**src/rtl/lcd_pkg.sv**
```systemverilog
// Shared constants and decoder state type for the LCD SPI receive path.
package lcd_pkg;

  localparam logic [7:0] CMD_CASET = 8'h2A;
  localparam logic [7:0] CMD_RASET = 8'h2B;
  localparam logic [7:0] CMD_RAMWR = 8'h2C;

  localparam int unsigned LCD_H_RES = 160;
  localparam int unsigned LCD_V_RES = 240;

  typedef enum logic [1:0] {
    StIdle,
    StCaset,
    StRaset,
    StRamwr
  } dec_state_e;

endpackage

```
**src/rtl/lcd_spi_byte_rx.sv**
```systemverilog
// Samples the asynchronous 4-wire LCD bus and reassembles MSB-first bytes.
// byte_ready is a one-cycle early strobe so the decoder can register pixel outputs alongside byte_valid.
module lcd_spi_byte_rx (
  input  logic       clk_25MHz,
  input  logic       rst_n,
  input  logic       spi_cs,
  input  logic       spi_dc,
  input  logic       spi_sclk,
  input  logic       spi_mosi,
  output logic       byte_ready,
  output logic [7:0] ready_data,
  output logic       ready_dc,
  output logic       byte_valid,
  output logic [7:0] byte_data,
  output logic       byte_dc
);

  logic [1:0] cs_s;
  logic [1:0] dc_s;
  logic [1:0] mosi_s;
  logic [2:0] sclk_s;
  logic [2:0] bit_cnt;
  logic [7:0] shift_q;
  logic       sclk_rise;

  assign sclk_rise = sclk_s[1] & ~sclk_s[2];

  always_ff @(posedge clk_25MHz or negedge rst_n) begin
    if (!rst_n) begin
      cs_s       <= 2'b11;
      dc_s       <= '0;
      mosi_s     <= '0;
      sclk_s     <= '0;
      bit_cnt    <= '0;
      shift_q    <= '0;
      byte_ready <= 1'b0;
      ready_data <= '0;
      ready_dc   <= 1'b0;
      byte_valid <= 1'b0;
      byte_data  <= '0;
      byte_dc    <= 1'b0;
    end else begin
      cs_s       <= {cs_s[0], spi_cs};
      dc_s       <= {dc_s[0], spi_dc};
      mosi_s     <= {mosi_s[0], spi_mosi};
      sclk_s     <= {sclk_s[1:0], spi_sclk};
      byte_ready <= 1'b0;

      // cs high discards any partial byte; a completed byte still goes out
      if (cs_s[1]) begin
        bit_cnt <= '0;
      end else if (sclk_rise) begin
        shift_q <= {shift_q[6:0], mosi_s[1]};
        bit_cnt <= bit_cnt + 3'd1;
        if (bit_cnt == 3'd7) begin
          byte_ready <= 1'b1;
          ready_data <= {shift_q[6:0], mosi_s[1]};
          ready_dc   <= dc_s[1];
        end
      end

      byte_valid <= byte_ready;
      if (byte_ready) begin
        byte_data <= ready_data;
        byte_dc   <= ready_dc;
      end
    end
  end

endmodule

```
**src/rtl/lcd_spi_rx_decoder.sv**
```systemverilog
// LCD SPI loopback monitor: decodes CASET/RASET/RAMWR and emits per-pixel writes with
// screen coordinates, frame-complete pulses and a frame counter.
module lcd_spi_rx_decoder
  import lcd_pkg::*;
#(
  parameter int unsigned H_RES = LCD_H_RES,
  parameter int unsigned V_RES = LCD_V_RES
) (
  input  logic        clk_25MHz,
  input  logic        rst_n,
  input  logic        spi_cs,
  input  logic        spi_dc,
  input  logic        spi_sclk,
  input  logic        spi_mosi,
  output logic        byte_valid,
  output logic [7:0]  byte_data,
  output logic        byte_dc,
  output logic        pixel_valid,
  output logic [8:0]  pixel_x,
  output logic [8:0]  pixel_y,
  output logic [7:0]  pixel_data,
  output logic        frame_done,
  output logic        cmd_error,
  output logic [15:0] frame_count
);

  logic       byte_ready;
  logic [7:0] ready_data;
  logic       ready_dc;

  lcd_spi_byte_rx u_byte_rx (
    .clk_25MHz  (clk_25MHz),
    .rst_n      (rst_n),
    .spi_cs     (spi_cs),
    .spi_dc     (spi_dc),
    .spi_sclk   (spi_sclk),
    .spi_mosi   (spi_mosi),
    .byte_ready (byte_ready),
    .ready_data (ready_data),
    .ready_dc   (ready_dc),
    .byte_valid (byte_valid),
    .byte_data  (byte_data),
    .byte_dc    (byte_dc)
  );

  dec_state_e  state_q;
  logic [1:0]  p_q;
  logic [15:0] s_q;
  logic [7:0]  e_hi_q;
  logic [8:0]  xs_q, xe_q, ys_q, ye_q;
  logic [8:0]  x_q, y_q;

  logic [15:0] e_full;
  logic [15:0] limit;
  logic        win_ok;
  logic        x_last, y_last;

  always_comb begin
    e_full = {e_hi_q, ready_data};
    limit  = (state_q == StCaset) ? 16'(H_RES) : 16'(V_RES);
    win_ok = (s_q <= e_full) && (e_full < limit);
    x_last = (x_q == xe_q);
    y_last = (y_q == ye_q);
  end

  always_ff @(posedge clk_25MHz or negedge rst_n) begin
    if (!rst_n) begin
      state_q     <= StIdle;
      p_q         <= '0;
      s_q         <= '0;
      e_hi_q      <= '0;
      xs_q        <= '0;
      xe_q        <= 9'(H_RES - 1);
      ys_q        <= '0;
      ye_q        <= 9'(V_RES - 1);
      x_q         <= '0;
      y_q         <= '0;
      pixel_valid <= 1'b0;
      pixel_x     <= '0;
      pixel_y     <= '0;
      pixel_data  <= '0;
      frame_done  <= 1'b0;
      cmd_error   <= 1'b0;
      frame_count <= '0;
    end else begin
      pixel_valid <= 1'b0;
      frame_done  <= 1'b0;
      cmd_error   <= 1'b0;

      if (byte_ready && !ready_dc) begin
        p_q <= '0;
        case (ready_data)
          CMD_CASET: state_q <= StCaset;
          CMD_RASET: state_q <= StRaset;
          CMD_RAMWR: begin
            state_q <= StRamwr;
            x_q     <= xs_q;
            y_q     <= ys_q;
          end
          default:   state_q <= StIdle;
        endcase
      end else if (byte_ready) begin
        case (state_q)
          StCaset, StRaset: begin
            p_q <= p_q + 2'd1;
            case (p_q)
              2'd0: s_q[15:8] <= ready_data;
              2'd1: s_q[7:0]  <= ready_data;
              2'd2: e_hi_q    <= ready_data;
              default: begin
                if (!win_ok) begin
                  cmd_error <= 1'b1;
                end else if (state_q == StCaset) begin
                  xs_q <= s_q[8:0];
                  xe_q <= e_full[8:0];
                end else begin
                  ys_q <= s_q[8:0];
                  ye_q <= e_full[8:0];
                end
                state_q <= StIdle;
              end
            endcase
          end
          StRamwr: begin
            pixel_valid <= 1'b1;
            pixel_x     <= x_q;
            pixel_y     <= y_q;
            pixel_data  <= ready_data;
            if (x_last && y_last) begin
              frame_done  <= 1'b1;
              frame_count <= frame_count + 16'd1;
              x_q         <= xs_q;
              y_q         <= ys_q;
            end else if (!x_last) begin
              x_q <= x_q + 9'd1;
            end else begin
              x_q <= xs_q;
              y_q <= y_q + 9'd1;
            end
          end
          default: ;
        endcase
      end
    end
  end

endmodule
```
**config.mk**
```make
export PLATFORM = sky130hd
export DESIGN_NAME = lcd_spi_rx_decoder
export DESIGN_NICKNAME = d
export VERILOG_FILES = /design/src/rtl/lcd_pkg.sv /design/src/rtl/lcd_spi_byte_rx.sv /design/src/rtl/lcd_spi_rx_decoder.sv
export SDC_FILE = /design/constraint.sdc
export NUM_CORES = 1
export LEC_CHECK = 0
export CORE_ASPECT_RATIO = 1.1
export CORE_MARGIN = 1.5
export CORE_UTILIZATION = 60
export CTS_BUF_LIST = sky130_fd_sc_hd__clkbuf_4
export CTS_CLUSTER_DIAMETER = 60
export DETAILED_ROUTE_END_ITERATION = 10
export HOLD_SLACK_MARGIN = 0.15
export PLACE_DENSITY = 0.82
export SYNTH_ARGS = -nofsm -noshare
export SYNTH_HDL_FRONTEND = slang
export SYNTH_HIERARCHICAL = 1
export SYNTH_SLANG_ARGS = --single-unit
```
**constraint.sdc**
```tcl
create_clock -name clk_25MHz -period 3.9 [get_ports clk_25MHz]
set_clock_uncertainty 0.2 [all_clocks]
set_input_delay 0.585 -clock clk_25MHz [delete_from_list [all_inputs] [get_ports clk_25MHz]]
set_output_delay 0.585 -clock clk_25MHz [all_outputs]
set_load 0.05 [all_outputs]
```
Word-level counts from Yosys, hierarchy flattened
Cells that the tools add are included.
- bits in registers: 166
- input port bits: 6
- output and inout bits: 55
- word-level logic and storage cells: 119
- $add $sub $neg: 5
- order comparisons: 2
- eq/ne operators: 13
- mux-type cells: 38
- bitwise logic cells: 6
- reductions and logical operators: 25
- operators by type and width (kind ; number):
    9-bit two-way mux ; 12
    8-bit by 6-bit == test with 1-bit output (second input constant) ; 3
    4-bit AND reduction ; 5
    9-bit by 1-bit adder with 9-bit output (second input constant) ; 2
    9-bit == test ; 2
    16-bit by 1-bit adder with 16-bit output (second input constant) ; 1
    16-bit less-or-equal comparator ; 1
    16-bit by 8-bit < comparator with 1-bit output ; 1
    1-bit two-way mux ; 15
    2-bit two-way mux ; 7
    3-bit AND reduction ; 4
    6-bit AND reduction ; 2
    2-bit nonzero test ; 4
    7-bit two-way mux ; 1
    2-bit == test (second input constant) ; 3
    3-bit two-way mux ; 2
    2-bit case mux with 3 select lines ; 1
    1-bit inverter ; 5
    2-bit by 1-bit == test with 1-bit output (second input constant) ; 2
    2-bit by 1-bit != test with 1-bit output (second input constant) ; 2
    2-bit AND reduction ; 2
    3-bit by 1-bit adder with 3-bit output (second input constant) ; 1
    3-bit == test (second input constant) ; 1
    1-bit logical AND ; 3
    other kinds (7) ; 7

Depth between registers and ports, before layout
- depth in word-level cells: 9
- mapped depth: 9
- gate-level depth less buffers: 8

By module
Netlist, hierarchy kept.
- modules (own cells, without submodules) (module ; instances ; cells an instance ; area each (um^2) ; sequential area each (um^2)):
    lcd_spi_rx_decoder ; 1 ; 548 ; 6029.5 ; 3194.3
    lcd_spi_byte_rx ; 1 ; 78 ; 1385.1 ; 978.4

Least setup slack after synthesis
OpenSTA, ideal clock, no wires.
- path type: reg2reg
- start point: register u_byte_rx.ready_data[1]
- end point: register xs_q[0]
- setup time: 127 ps
- arrival time: 2445 ps
- required time: 3573 ps
- slack: 1127 ps
- stages on the path, launching flop included: 10
- buffers on the path: 1
- period minus slack after synthesis: 2773 ps
- path through: dfrtp_1 > inv_1 > ha_1 > nor2b_1 > o21ai_1 > a21boi_1 > o31a_1 > nor4_4 > buf_6 > mux2_1
- word-level cells in the longest chain between the ends: 3
- elaborated cells on any way between the ends: 4
- classes of those cells: order compare (2); reduce/logical (2)
- RTL lines (element ; RTL line ; text):
    start, declared ; lcd_spi_byte_rx.sv:11 ; output logic [7:0] ready_data,
    start signal, assigned ; lcd_spi_byte_rx.sv:57 ; ready_data <= {shift_q[6:0], mosi_s[1]};
    16-bit less-or-equal comparator or 16-bit by 8-bit < comparator with 1-bit output (tied branches) ; lcd_spi_rx_decoder.sv:61 ; win_ok = (s_q <= e_full) && (e_full < limit);
    1-bit logical AND * ; lcd_spi_rx_decoder.sv:61 ;
    6-bit AND reduction (no source line) * ; -- ;
    end signal, assigned ; lcd_spi_rx_decoder.sv:114 ; xs_q <= s_q[8:0];
    end, declared ; lcd_spi_rx_decoder.sv:50 ; logic [8:0] xs_q, xe_q, ys_q, ye_q;
Mark *: on every way between the ends. The rest lies on a longest branch, timed or not.
A chain may end at the register's enable or synchronous reset.

Worst setup path in the final report
- start point: register u_byte_rx.ready_data[5]
- end point: register xe_q[5]
- word-level cells in the longest chain between the ends: 3
- elaborated cells on any way between the ends: 4
- classes of those cells: order compare (2); reduce/logical (2)
- RTL lines (element ; RTL line ; text):
    16-bit less-or-equal comparator or 16-bit by 8-bit < comparator with 1-bit output (tied branches) ; lcd_spi_rx_decoder.sv:61 ;
    1-bit logical AND ; lcd_spi_rx_decoder.sv:61 ;
    6-bit AND reduction (no source line) ; -- ;
    end signal, assigned ; lcd_spi_rx_decoder.sv:73 ; xe_q <= 9'(H_RES - 1);
    end signal, assigned ; lcd_spi_rx_decoder.sv:115 ; xe_q <= e_full[8:0];
    end, declared ; lcd_spi_rx_decoder.sv:50 ;
Several ways; a longest one is shown, not always the timed one.

==> results.py <==
metrics = {
    "finish": {
        "area_delta_synth_final_pct": 14.7,
        "final_nets": 730,
        "diodes": 0,
        "nFillCells": 870,
        "fin_area_mm2": 0.00851,
        "utilization_pct": 70.7,
        "post_route_cells_drive_above_1_share_pct": 18.6,
    },
    "sta": {
        "min_period_ns": 3.10,
        "fmax_ghz": 0.323,
        "hold_viol": 0,
        "relSlewSlack_pct": 38.6,
        "finalSetupTns_ns": 0,
        "tightest_slew_ns": 0.917,
        "rsz0062_at_grt": "false",
        "slew_violations": 0,
        "setup_viol": 0,
        "fin_ws_ns": 0.804,
        "period_share_pct": 79.4,
    },
    "min_path": {
        "whs_path_depth": 0,
        "hold_class": "register to register",
    },
    "routing": {
        "drt_first_pass_iters": 7,
        "drt_wl_total_um": 15100,
        "ant_nets": 0,
        "drtIter0Drc": 287,
        "routedWlPerCell_um": 17.5,
        "avgViaCountPerCell": 5.85,
        "num_vias": 5043,
        "drc": 0,
    },
    "job": {
        "drv_cap": 0,
    },
    "yosys": {
        "synth_seq_cells": 166,
        "synth_top_family_by_area": "multiplexers",
        "synthTopCellsByArea": "dfrtp_1 (51%), mux2_2 (9.9%), dfstp_2 (5.3%), ha_1 (4.9%), nand2_1 (3.7%)",
        "synthesis.nets": 661,
        "netlist_area_mm2": 0.00741,
        "yosysTopAreaCellShare_pct": 51.0,
        "synth.largest_area_cell": "dfrtp_1",
        "synth_adder_area_share_pct": 4.89,
        "ys_warn_count": 6,
        "seq_area_frac_synth_pct": 56.3,
        "synth_cell_type_count": 54,
        "synthXorXnorAreaFrac_pct": 4.13,
        "synth-compound-area-share_pct": 8.54,
        "synth_mux_area_share_pct": 12.6,
        "avgSynthCellArea_um2": 11.8,
        "synthSimpleGateAreaFrac_pct": 10.4,
        "synthCells": 626,
    },
    "critical_path": {
        "r2r_setup_slack_ns": 0.80,
        "r2r-start": "u_byte_rx/ready_data[5]$_DFFE_PN0P_",
        "cp.required_ns": 4.14,
        "setup.worst_path.end_class": "register",
        "crit_type": "register to register",
        "worst_setup_path_start_kind": "register",
        "critPathMaxFanout": 18,
        "reg2reg_depth": 9,
        "worstPathArrival_ns": 3.33,
        "critPathCapture": "xe_q[5]$_DFFE_PN0P_",
        "rr_endpoint": "xe_q[5]$_DFFE_PN0P_",
        "crit_path_start": "u_byte_rx/ready_data[5]$_DFFE_PN0P_",
    },
    "cts": {
        "path_clk_slew_ns": 0.13,
        "clk_latency_ns": 0.56,
        "cts_inserted_buffers": 17,
        "h-tree-depth": 4,
        "cts_tree": "done",
        "root_buffer": "clkbuf_4",
        "cts_setup_buffers": 0,
        "clk_path_buf_depth": 2,
        "cts_sinks": 166,
    },
    "grt": {
        "grt_util_all_layers_pct": 26.0,
        "antenna_found_initial": 0,
        "grt_pass1_wl_um": 25800,
        "grt_max_degree": 95,
        "overflow": 0,
        "grt_pass1_vias": 5102,
    },
    "pwr": {
        "finalPower_uw": 2980,
        "peakVddDrop_mv": 0.258,
        "power_leakage_uw": 0.00394,
        "p_per_area_mw_per_mm2": 350,
    },
    "placed_design": {
        "portBuffers": 60,
        "routabilityCongestion": 0.864,
        "place_area_mm2": 0.00817,
        "dp_slack_ns": 0.840,
        "hpwlAfterDp_um": 10700,
    },
    "outcome": {
        "status": "finished clean",
    },
    "floorplanning": {
        "rows": 42,
        "die_h_um": 120,
        "ios": 61,
        "dieArea_mm2": 0.0130,
        "core_mm2": 0.0120,
        "initial_utilization_pct": 61.6,
        "dieWidth_um": 109,
    },
}
[cell type report]
type / count / area (um2) / area share, %
Timing Repair Buffer: 70 / 679 / 7.99
Multi-Input combinational cell: 407 / 3010 / 35.4
Clock inverter: 12 / 176 / 2.07
Inverter: 33 / 124 / 1.46
Clock buffer: 20 / 150 / 1.76
Tap cell: 154 / 193 / 2.26
Sequential cell: 166 / 4170 / 49.0
[placed cells by master, fill, tap and decap left out, types with 10 or more instances in the layout]
cell	netlist	layout
a21oi_1	18	18
clkbuf_4	0	20
clkdlybuf4s50_1	0	59
dfrtp_1	151	151
dfstp_2	15	15
ha_1	29	29
inv_1	33	33
mux2_2	65	65
mux2i_1	10	10
nand2_1	73	73
nand3_1	21	20
nor2_1	16	16
o21ai_0	54	54
xnor2_1	25	25
xor2_1	10	10
[metal layers]
layer	part of all wire [%]	track usage (%)	wire, um
met5	0	0	0
met2	50	41.6	7490
met4	2.0	9.95	304
met1	44	35.0	6620
met3	4.6	5.11	695
[synthesized netlist by cell type (all sizes together)]
master,count
dfrtp,151
mux2,74
nand2,74
o21ai,56
inv,33
ha,29
xnor2,25
nand3,21
a21oi,18
nor2,17
dfstp,15
clkbuf,12
mux2i,10
nand4,10
xor2,10
buf,8
a22oi,6
nor3,6
nor4,6
nor2b,5
and2,4
and3,3
o21a,3
o31a,3
o31ai,3
a21o,2
a31oi,2
nor3b,2
o221ai,2
o22ai,2
o311ai,2
or3,2
a211oi,1
a21boi,1
a22o,1
a2bb2oi,1
and4,1
nand2b,1
nor4b,1
o2111ai,1
o211a,1
o2bb2ai,1
[metrics by stage]
| step | hold WS [ns] | cells |
|---|---|---|
| 4_1_cts | 0.164 | 862 |
| 2_1_floorplan | 0.0894 | 626 |
| 3_3_place_gp | 0.134 | 829 |
| 6_report | 0.164 | 862 |
| 5_1_grt | 0.173 | 862 |
| 3_5_place_dp | 0.135 | 829 |
[registers in the layout, summed over array words and instances, names as in the netlist, 2 cells and up]
| name | cells |
|---|---|
| ye_q | 9 |
| ys_q | 9 |
| xe_q | 9 |
| u_byte_rx/cs_s | 2 |
| pixel_x | 9 |
| pixel_y | 9 |
| u_byte_rx/ready_data | 8 |
| y_q | 9 |
| p_q | 2 |
| xs_q | 9 |
| u_byte_rx/byte_data | 8 |
| u_byte_rx/mosi_s | 2 |
| u_byte_rx/bit_cnt | 3 |
| pixel_data | 8 |
| u_byte_rx/sclk_s | 3 |
| x_q | 9 |
| u_byte_rx/dc_s | 2 |
| u_byte_rx/shift_q | 7 |
| s_q | 16 |
| state_q | 2 |
| e_hi_q | 8 |
| frame_count | 16 |
[worst min path at each step]
| stage | startpoint | end | slack (ns) |
|---|---|---|---|
| final | u_byte_rx/mosi_s[0]$_DFF_PN0_ | u_byte_rx/mosi_s[1]$_DFF_PN0_ | 0.16 |
| after global routing | u_byte_rx/cs_s[0]$_DFF_PN1_ | u_byte_rx/cs_s[1]$_DFF_PN1_ | 0.17 |
| after CTS | u_byte_rx/mosi_s[0]$_DFF_PN0_ | u_byte_rx/mosi_s[1]$_DFF_PN0_ | 0.16 |
| after detailed placement | u_byte_rx/mosi_s[0]$_DFF_PN0_ | u_byte_rx/mosi_s[1]$_DFF_PN0_ | 0.13 |
| after global placement | u_byte_rx/mosi_s[0]$_DFF_PN0_ | u_byte_rx/mosi_s[1]$_DFF_PN0_ | 0.13 |
| after floorplan | rst_n | cmd_error$_DFF_PN0_ | 0.09 |
[worst max-delay path, stage by stage, from the launching register on]
cell and delay, ns:
dfrtp_1 0.62, inv_1 0.22, ha_1 0.36, nand4_1 0.10
nor3_1 0.06, a21boi_1 0.14, o31a_1 0.38, nor4_4 0.22
buf_4 0.30, mux2_2 0.37
[kinds of logic (layout without fill, tap and decap cells)]
logic type                 after synthesis  count (layout)
and+or+nand+nor                        153             153
AOI/OAI and AO/OA                      106             106
buffers and inverters                   53             135
DFF                                    166             166
adders and majority gates               29              29
muxes                                   84              84
xor gates and xnor gates                35              35
[what timing repair did]
| item | 4_1_cts | 5_1_grt |
|---|---|---|
| hold buffers | 1 | 0 |
| endpoints found under the hold margin | 84 | 0 |
| gates resized for setup | 0 | 0 |
[power by group]
part	switching (uW)	total (uW)	leakage [uW]	internal, uW
Combinational	44.4	76.9	0.00154	32.5
Clock	589	1120	0.000165	531
Sequential	25.2	1780	0.00224	1760
Power figures use the tool's default switching activity.
